## src/rtl/inst_enc_pkg.sv

```systemverilog
// inst_enc_pkg: format codes, RV32I opcodes, immediate ranges and FSM states for inst_encoder
package inst_enc_pkg;

    typedef enum logic [2:0] {
        FMT_R, FMT_I, FMT_LOAD, FMT_S, FMT_B, FMT_U, FMT_J, FMT_ILL
    } fmt_e;

    typedef enum logic [1:0] {S_IDLE, S_RUN, S_DONE} state_e;

    localparam logic [6:0] OP_R    = 7'b0110011;
    localparam logic [6:0] OP_I    = 7'b0010011;
    localparam logic [6:0] OP_LOAD = 7'b0000011;
    localparam logic [6:0] OP_S    = 7'b0100011;
    localparam logic [6:0] OP_B    = 7'b1100011;
    localparam logic [6:0] OP_U    = 7'b0110111;
    localparam logic [6:0] OP_J    = 7'b1101111;

    localparam logic [31:0] NOP = 32'h00000013;

    localparam int IMM12_MIN = -2048;
    localparam int IMM12_MAX = 2047;
    localparam int SHAMT_MAX = 31;
    localparam int IMMB_MIN  = -4096;
    localparam int IMMB_MAX  = 4094;
    localparam int IMMJ_MIN  = -1048576;
    localparam int IMMJ_MAX  = 1048574;

    function automatic logic in_range(input logic [31:0] v, input int lo, input int hi);
        return $signed(v) >= lo && $signed(v) <= hi;
    endfunction

endpackage

```

## src/rtl/inst_enc_fifo.sv

```systemverilog
// inst_enc_fifo: 2-entry FIFO carrying {addr, data}; push ignored when full, pop ignored when empty
module inst_enc_fifo #(
    parameter int W = 42
) (
    input  logic         clk,
    input  logic         rst_n,
    input  logic         push,
    input  logic         pop,
    input  logic [W-1:0] din,
    output logic [W-1:0] dout,
    output logic         full,
    output logic         empty
);
    logic [W-1:0] mem [2];
    logic         wp, rp, do_push, do_pop;
    logic [1:0]   cnt;

    assign full    = cnt == 2'd2;
    assign empty   = cnt == 2'd0;
    assign do_push = push && !full;
    assign do_pop  = pop && !empty;
    assign dout    = mem[rp];

    always_ff @(posedge clk or negedge rst_n) begin
        if (!rst_n) begin
            mem[0] <= '0;
            mem[1] <= '0;
            wp     <= 1'b0;
            rp     <= 1'b0;
            cnt    <= 2'd0;
        end else begin
            if (do_push) begin
                mem[wp] <= din;
                wp      <= !wp;
            end
            if (do_pop) rp <= !rp;
            cnt <= cnt + {1'b0, do_push} - {1'b0, do_pop};
        end
    end
endmodule

```

## src/rtl/inst_encoder.sv

```systemverilog
// inst_encoder: assembles RV32I words from decoded fields and streams them to instruction memory
// Optional immediate/format rejection is enabled by defining INST_ENC_CHECK_EN.
module inst_encoder
    import inst_enc_pkg::*;
#(
    parameter int ADDR_W    = 10,
    parameter int ERR_CNT_W = 8
) (
    input  logic                 clk,
    input  logic                 rst_n,
    input  logic                 start,
    input  logic [ADDR_W-1:0]    base_addr,
    input  logic                 in_valid,
    output logic                 in_ready,
    input  logic [2:0]           in_fmt,
    input  logic [4:0]           in_rd,
    input  logic [4:0]           in_rs1,
    input  logic [4:0]           in_rs2,
    input  logic [2:0]           in_funct3,
    input  logic [6:0]           in_funct7,
    input  logic [31:0]          in_imm,
    input  logic                 in_last,
    output logic                 out_valid,
    input  logic                 out_ready,
    output logic [ADDR_W-1:0]    out_addr,
    output logic [31:0]          out_data,
    output logic                 done,
    output logic                 err,
    output logic [ERR_CNT_W-1:0] err_cnt
);
    state_e            state;
    fmt_e              fmt;
    logic [ADDR_W-1:0] addr;
    logic [31:0]       word;
    logic              last_seen, fifo_full, fifo_empty, accept, push, bad, shift;

    assign fmt      = fmt_e'(in_fmt);
    assign shift    = fmt == FMT_I && (in_funct3 == 3'b001 || in_funct3 == 3'b101);
    assign in_ready = state == S_RUN && !fifo_full && !last_seen;
    assign accept   = in_valid && in_ready;
    assign push     = accept && !bad;
    assign out_valid = !fifo_empty;

    always_comb begin
        word = NOP;
        case (fmt)
            FMT_R:    word = {in_funct7, in_rs2, in_rs1, in_funct3, in_rd, OP_R};
            FMT_I:    word = {shift ? {in_funct7, in_imm[4:0]} : in_imm[11:0], in_rs1, in_funct3, in_rd, OP_I};
            FMT_LOAD: word = {in_imm[11:0], in_rs1, in_funct3, in_rd, OP_LOAD};
            FMT_S:    word = {in_imm[11:5], in_rs2, in_rs1, in_funct3, in_imm[4:0], OP_S};
            FMT_B:    word = {in_imm[12], in_imm[10:5], in_rs2, in_rs1, in_funct3, in_imm[4:1], in_imm[11], OP_B};
            FMT_U:    word = {in_imm[31:12], in_rd, OP_U};
            FMT_J:    word = {in_imm[20], in_imm[10:1], in_imm[11], in_imm[19:12], in_rd, OP_J};
            default:  word = NOP;
        endcase
    end

`ifdef INST_ENC_CHECK_EN
    always_comb begin
        bad = 1'b0;
        case (fmt)
            FMT_I:         bad = shift ? !in_range(in_imm, 0, SHAMT_MAX) : !in_range(in_imm, IMM12_MIN, IMM12_MAX);
            FMT_LOAD,
            FMT_S:         bad = !in_range(in_imm, IMM12_MIN, IMM12_MAX);
            FMT_B:         bad = !in_range(in_imm, IMMB_MIN, IMMB_MAX) || in_imm[0];
            FMT_J:         bad = !in_range(in_imm, IMMJ_MIN, IMMJ_MAX) || in_imm[0];
            FMT_U:         bad = in_imm[11:0] != 12'd0;
            FMT_ILL:       bad = 1'b1;
            default:       bad = 1'b0;
        endcase
    end

    always_ff @(posedge clk or negedge rst_n) begin
        if (!rst_n) begin
            err     <= 1'b0;
            err_cnt <= '0;
        end else begin
            err <= accept && bad;
            if (accept && bad && !(&err_cnt)) err_cnt <= err_cnt + ERR_CNT_W'(1);
        end
    end
`else
    assign bad     = 1'b0;
    assign err     = 1'b0;
    assign err_cnt = '0;
`endif

    // A rejected in_last still closes the program, so last_seen follows accept, not push.
    always_ff @(posedge clk or negedge rst_n) begin
        if (!rst_n) begin
            state     <= S_IDLE;
            addr      <= '0;
            last_seen <= 1'b0;
            done      <= 1'b0;
        end else begin
            case (state)
                S_IDLE, S_DONE: if (start) begin
                    state     <= S_RUN;
                    addr      <= base_addr;
                    last_seen <= 1'b0;
                    done      <= 1'b0;
                end
                S_RUN: begin
                    if (push) addr <= addr + ADDR_W'(1);
                    if (accept && in_last) last_seen <= 1'b1;
                    if (last_seen && fifo_empty) begin
                        state <= S_DONE;
                        done  <= 1'b1;
                    end
                end
                default: state <= S_IDLE;
            endcase
        end
    end

    inst_enc_fifo #(.W(ADDR_W + 32)) u_fifo (
        .clk   (clk),
        .rst_n (rst_n),
        .push  (push),
        .pop   (out_ready),
        .din   ({addr, word}),
        .dout  ({out_addr, out_data}),
        .full  (fifo_full),
        .empty (fifo_empty)
    );
endmodule

```

## config.mk

```make
export PLATFORM = sky130hd
export DESIGN_NAME = inst_encoder
export DESIGN_NICKNAME = d
export VERILOG_FILES = /design/src/rtl/inst_enc_pkg.sv /design/src/rtl/inst_enc_fifo.sv /design/src/rtl/inst_encoder.sv
export SDC_FILE = /design/constraint.sdc
export NUM_CORES = 1
export LEC_CHECK = 0
export BUFFER_PORTS_ARGS = -buffer_cell sky130_fd_sc_hd__buf_2
export CAP_MARGIN = 20
export CELL_PAD_IN_SITES_DETAIL_PLACEMENT = 0
export CELL_PAD_IN_SITES_GLOBAL_PLACEMENT = 1
export CORE_MARGIN = 5
export CORE_UTILIZATION = 30
export CTS_CLUSTER_SIZE = 25
export DETAILED_ROUTE_END_ITERATION = 8
export GPL_TIMING_DRIVEN = 0
export PLACE_DENSITY_LB_ADDON = 0.25
export SKIP_LAST_GASP = 1
export SLEW_MARGIN = 15
export SYNTH_ARGS = -nofsm -noshare
export SYNTH_HDL_FRONTEND = slang
export SYNTH_SLANG_ARGS = --single-unit
export TNS_END_PERCENT = 10
```

## constraint.sdc

```tcl
create_clock -name clk -period 1.7 [get_ports clk]
set_input_delay 0.255 -clock clk [delete_from_list [all_inputs] [get_ports clk]]
set_output_delay 0.255 -clock clk [all_outputs]
set_load 0.02 [all_outputs]
```

==> metrics <==
synthesized area per cell=roughly 10 um2; sum of net half-perimeters after detailed placement=~12000 um; crit-path max FO=10; share of cells above drive strength 1=approximately two fifths; Leakage=about 3.2 nW; Switching Share=approximately two fifths; crit-path cells=clkbuf_8 -> mux2_2 -> buf_2; largest net degree at the start of global routing=55; Ports=130; Fin. Hold Viols=0; Synth Cell Area=5398 um2; die area=20770 um2; Worst Tran Pin Value=about 0.73 ns; RR Endpoint=u_fifo.mem[51]$_DFFE_PN0P_; EDFF count, synth=0; launching point of the worst reg2reg path=state[1]$_DFFE_PN0P_; TritonRoute pass-1 iters=5; CP arrival=between 1.5 and 2 ns; synthesized flop and latch total=100; Die H=approximately 140 um; CP required=1.44 ns; initial antenna violation count=0; WS Path Type=reg -> out; Crit-path slowest cell=dfrtp_2; Net count, final=about 770; ys flop type=dfrtp_1; power share of the clock group=17.1%; final worst-path cycle share=105.3%; vias after detailed routing=approximately 4500; Max-slew headroom=51.23%; register area share after synthesis=46.36%; Reg area=around 2500 um2; Hold Crit Start=start; final setup fails=74; clk sinks=100; outcome=complete, but fails checks; Peak VDD IR=around 0.0009 V; Worst Hold Depth=2; largest stage delay on the critical path=0.44 ns; Logic pwr share=49.5%; Clk Latency, worst-skew pair=~0.35 ns; Die X=around 140 um; synthesis-to-layout area growth=28.58%; min cycle time layout=between 1.5 and 2 ns; path depth of the worst reg2reg path=5; CTS Buf Count=9; Layout Utilization=between 30 and 40%; port bufs=~120; GP Congestion=about 0.82; Net Sw Power=~5.2 mW; WHS=about 0.12 ns; Worst R2R Setup Slack=-0.05 ns; design area=6940 um2; CTS tree=yes; dpl cell area=6339 um2; Top delay family on crit path=flip-flops; Critical Path Sink Type=primary output; DRC=0; final-layout fill cell count=between 1500 and 2000; Total Routed Length=16130 um; TNS Setup=-3.510 ns; Slew Limit Fails=0; DR vias/cell=4.910; unrepaired setup endpoints after global routing=yes; maximum clock frequency=about 560 MHz; Hold/Removal Path Class=in -> reg; startpoint types=flop; hold endpoint=done$_DFFE_PN0P_; GRT Resource Usage Total=15.32%; Clk Tree Root Cell=clkbuf_16; sequential share of power=between 30% and 40%; failing checks=negative setup slack; multi-input combinational cell area=approximately 2700 um2; Clock transition at path regs=0.07 ns; core area=17840 um2; clock buffer depth=2; Worst Path Buf+Inv=2; Max Cap Viol=0; first-pass GRT wire length=~25000 um; Cell Rows=between 40 and 50; wire per inst=17.54 um; Final WS setup=-0.08942 ns; Yosys warning count=0; post-synthesis cell count=approximately 540; H-tree depth=3; Antenna Cells=0; Synth async-reset ratio=100.0%; pwr dens=approximately 1800 nW/um2; GRT overflow=0; P_int=approximately 7.6 mW; Initial Util=between 30% and 40%; Synth cell types=56; Layout Skew=0.01232 ns; Detailed Route Iter0 Violations=between 150 and 200; post-route ant nets=0; vias in the first global route=approximately 4700; dpl ws=-0.3130 ns
## cell usage after synthesis (2+ instances only)
cell	number	share of area, %
and2_1	6	0.70
mux2_2	57	12
nand2_1	107	7.4
nor2_1	9	0.63
mux2_1	2	0.42
o21ai_2	24	3.9
o22ai_1	3	0.35
and3_1	2	0.23
ha_1	2	0.46
a22o_1	2	0.32
a2bb2oi_1	6	0.97
a32oi_1	8	1.3
buf_2	16	1.5
nand3_1	8	0.74
clkbuf_1	12	0.83
a21oi_1	26	2.4
inv_1	4	0.28
nor2b_1	4	0.46
xnor2_1	2	0.32
nand4_1	2	0.23
a22oi_1	2	0.28
a31oi_1	2	0.23
buf_1	2	0.14
buf_6	7	1.5
nor3_1	2	0.19
o21ai_0	32	3.0
a222oi_1	6	1.1
a311oi_1	5	0.81
or2_2	2	0.23
mux2i_1	7	1.3
nand3b_1	6	0.83
dfrtp_1	100	46
buf_4	12	1.7
nand2b_1	14	1.6
a211oi_1	6	0.83
o21ai_1	12	1.1
## how the worst max path moves through the flow
stage / depth (start not counted) / end / slack, ns / from
final: 3 / out_data[19] / -0.09 / u_fifo.rp$_DFFE_PN0P_
after floorplan: 3 / in_ready / 0.15 / state[1]$_DFFE_PN0P_
after global routing: 3 / out_data[19] / -0.13 / u_fifo.rp$_DFFE_PN0P_
after global placement: 1 / addr[6]$_DFFE_PN0P_ / -0.69 / rst_n
after CTS: 6 / u_fifo.mem[53]$_DFFE_PN0P_ / -0.13 / state[1]$_DFFE_PN0P_
after detailed placement: 4 / out_data[21] / -0.31 / u_fifo.rp$_DFFE_PN0P_
## per-stage QoR
step,total power [mW],std cells
final,12.72,920
after detailed placement,10.10,895
after global placement,9.922,894
after floorplan,8.212,547
after CTS,12.51,914
after global routing,13.65,920
## sequential cells by signal, indices dropped and copies added, names as in the netlist
signal      count
u_fifo.mem     82
addr           10
state           2
u_fifo.cnt      2
done            1
last_seen       1
u_fifo.rp       1
u_fifo.wp       1
## kinds of logic (layout without fill, tap and decap cells)
family	after synthesis	in the layout	synth area share (%)
buffers and inverters	53	196	5.865
and+or+nand+nor	171	172	14.90
DFF	100	100	46.36
xor gates and xnor gates	4	4	0.7883
adders and majority gates	2	2	0.4635
muxes	66	66	13.61
other	1	9	0.06947
AOI/OAI and AO/OA	142	142	17.94
## area by class of cell
class	instances	share of cell area (%)
plain buffers	47	5.174
clock buffers	11	3.353
clock inverters	4	1.082
inverters	4	0.2163
multi-input cells	395	39.01
flip-flops and latches	100	36.09
well taps	229	4.128
repair buffers	130	10.94
## timing repair
item | 4_1_cts | 5_1_grt
setup buffers | 4 | 4
endpoints found under the setup margin | 118 | 130
gates resized for setup | 18 | 37
cloned | 0 | 3
hold buffers | 1 | 0
endpoints found under the hold margin | 46 | 0
pin swaps | 1 | 7
## power groups by stage
stage               logic (mW)  clock network [mW]  registers, mW
global placement          5.80                   0           4.12
detailed placement        5.91                   0           4.19
finish                    6.30                2.18           4.24
global route              6.92                2.34           4.38
floorplan                 4.22                   0           3.99
CTS                       6.08                2.24           4.18
## layer usage
metal	global-route usage [%]	wire [um]
met1	19.30	7036
met2	26.29	7900
met3	3.968	957
met4	3.878	240
met5	0	0
## cell usage in the layout, fill, tap and decap left out, types with 7 or more instances in the layout
cell type  count
a32oi_1        8
dfrtp_1       98
clkbuf_16     11
buf_4         24
buf_2        127
nor2_1         9
clkbuf_1       7
nand2b_1      13
o21ai_0       31
o21ai_1       12
o21ai_2       25
mux2_2        57
nand3_1        8
a21oi_1       26
nand2_1      103
conb_1         9
mux2i_1        7
Note: power is estimated with default switching activity, not from simulation.
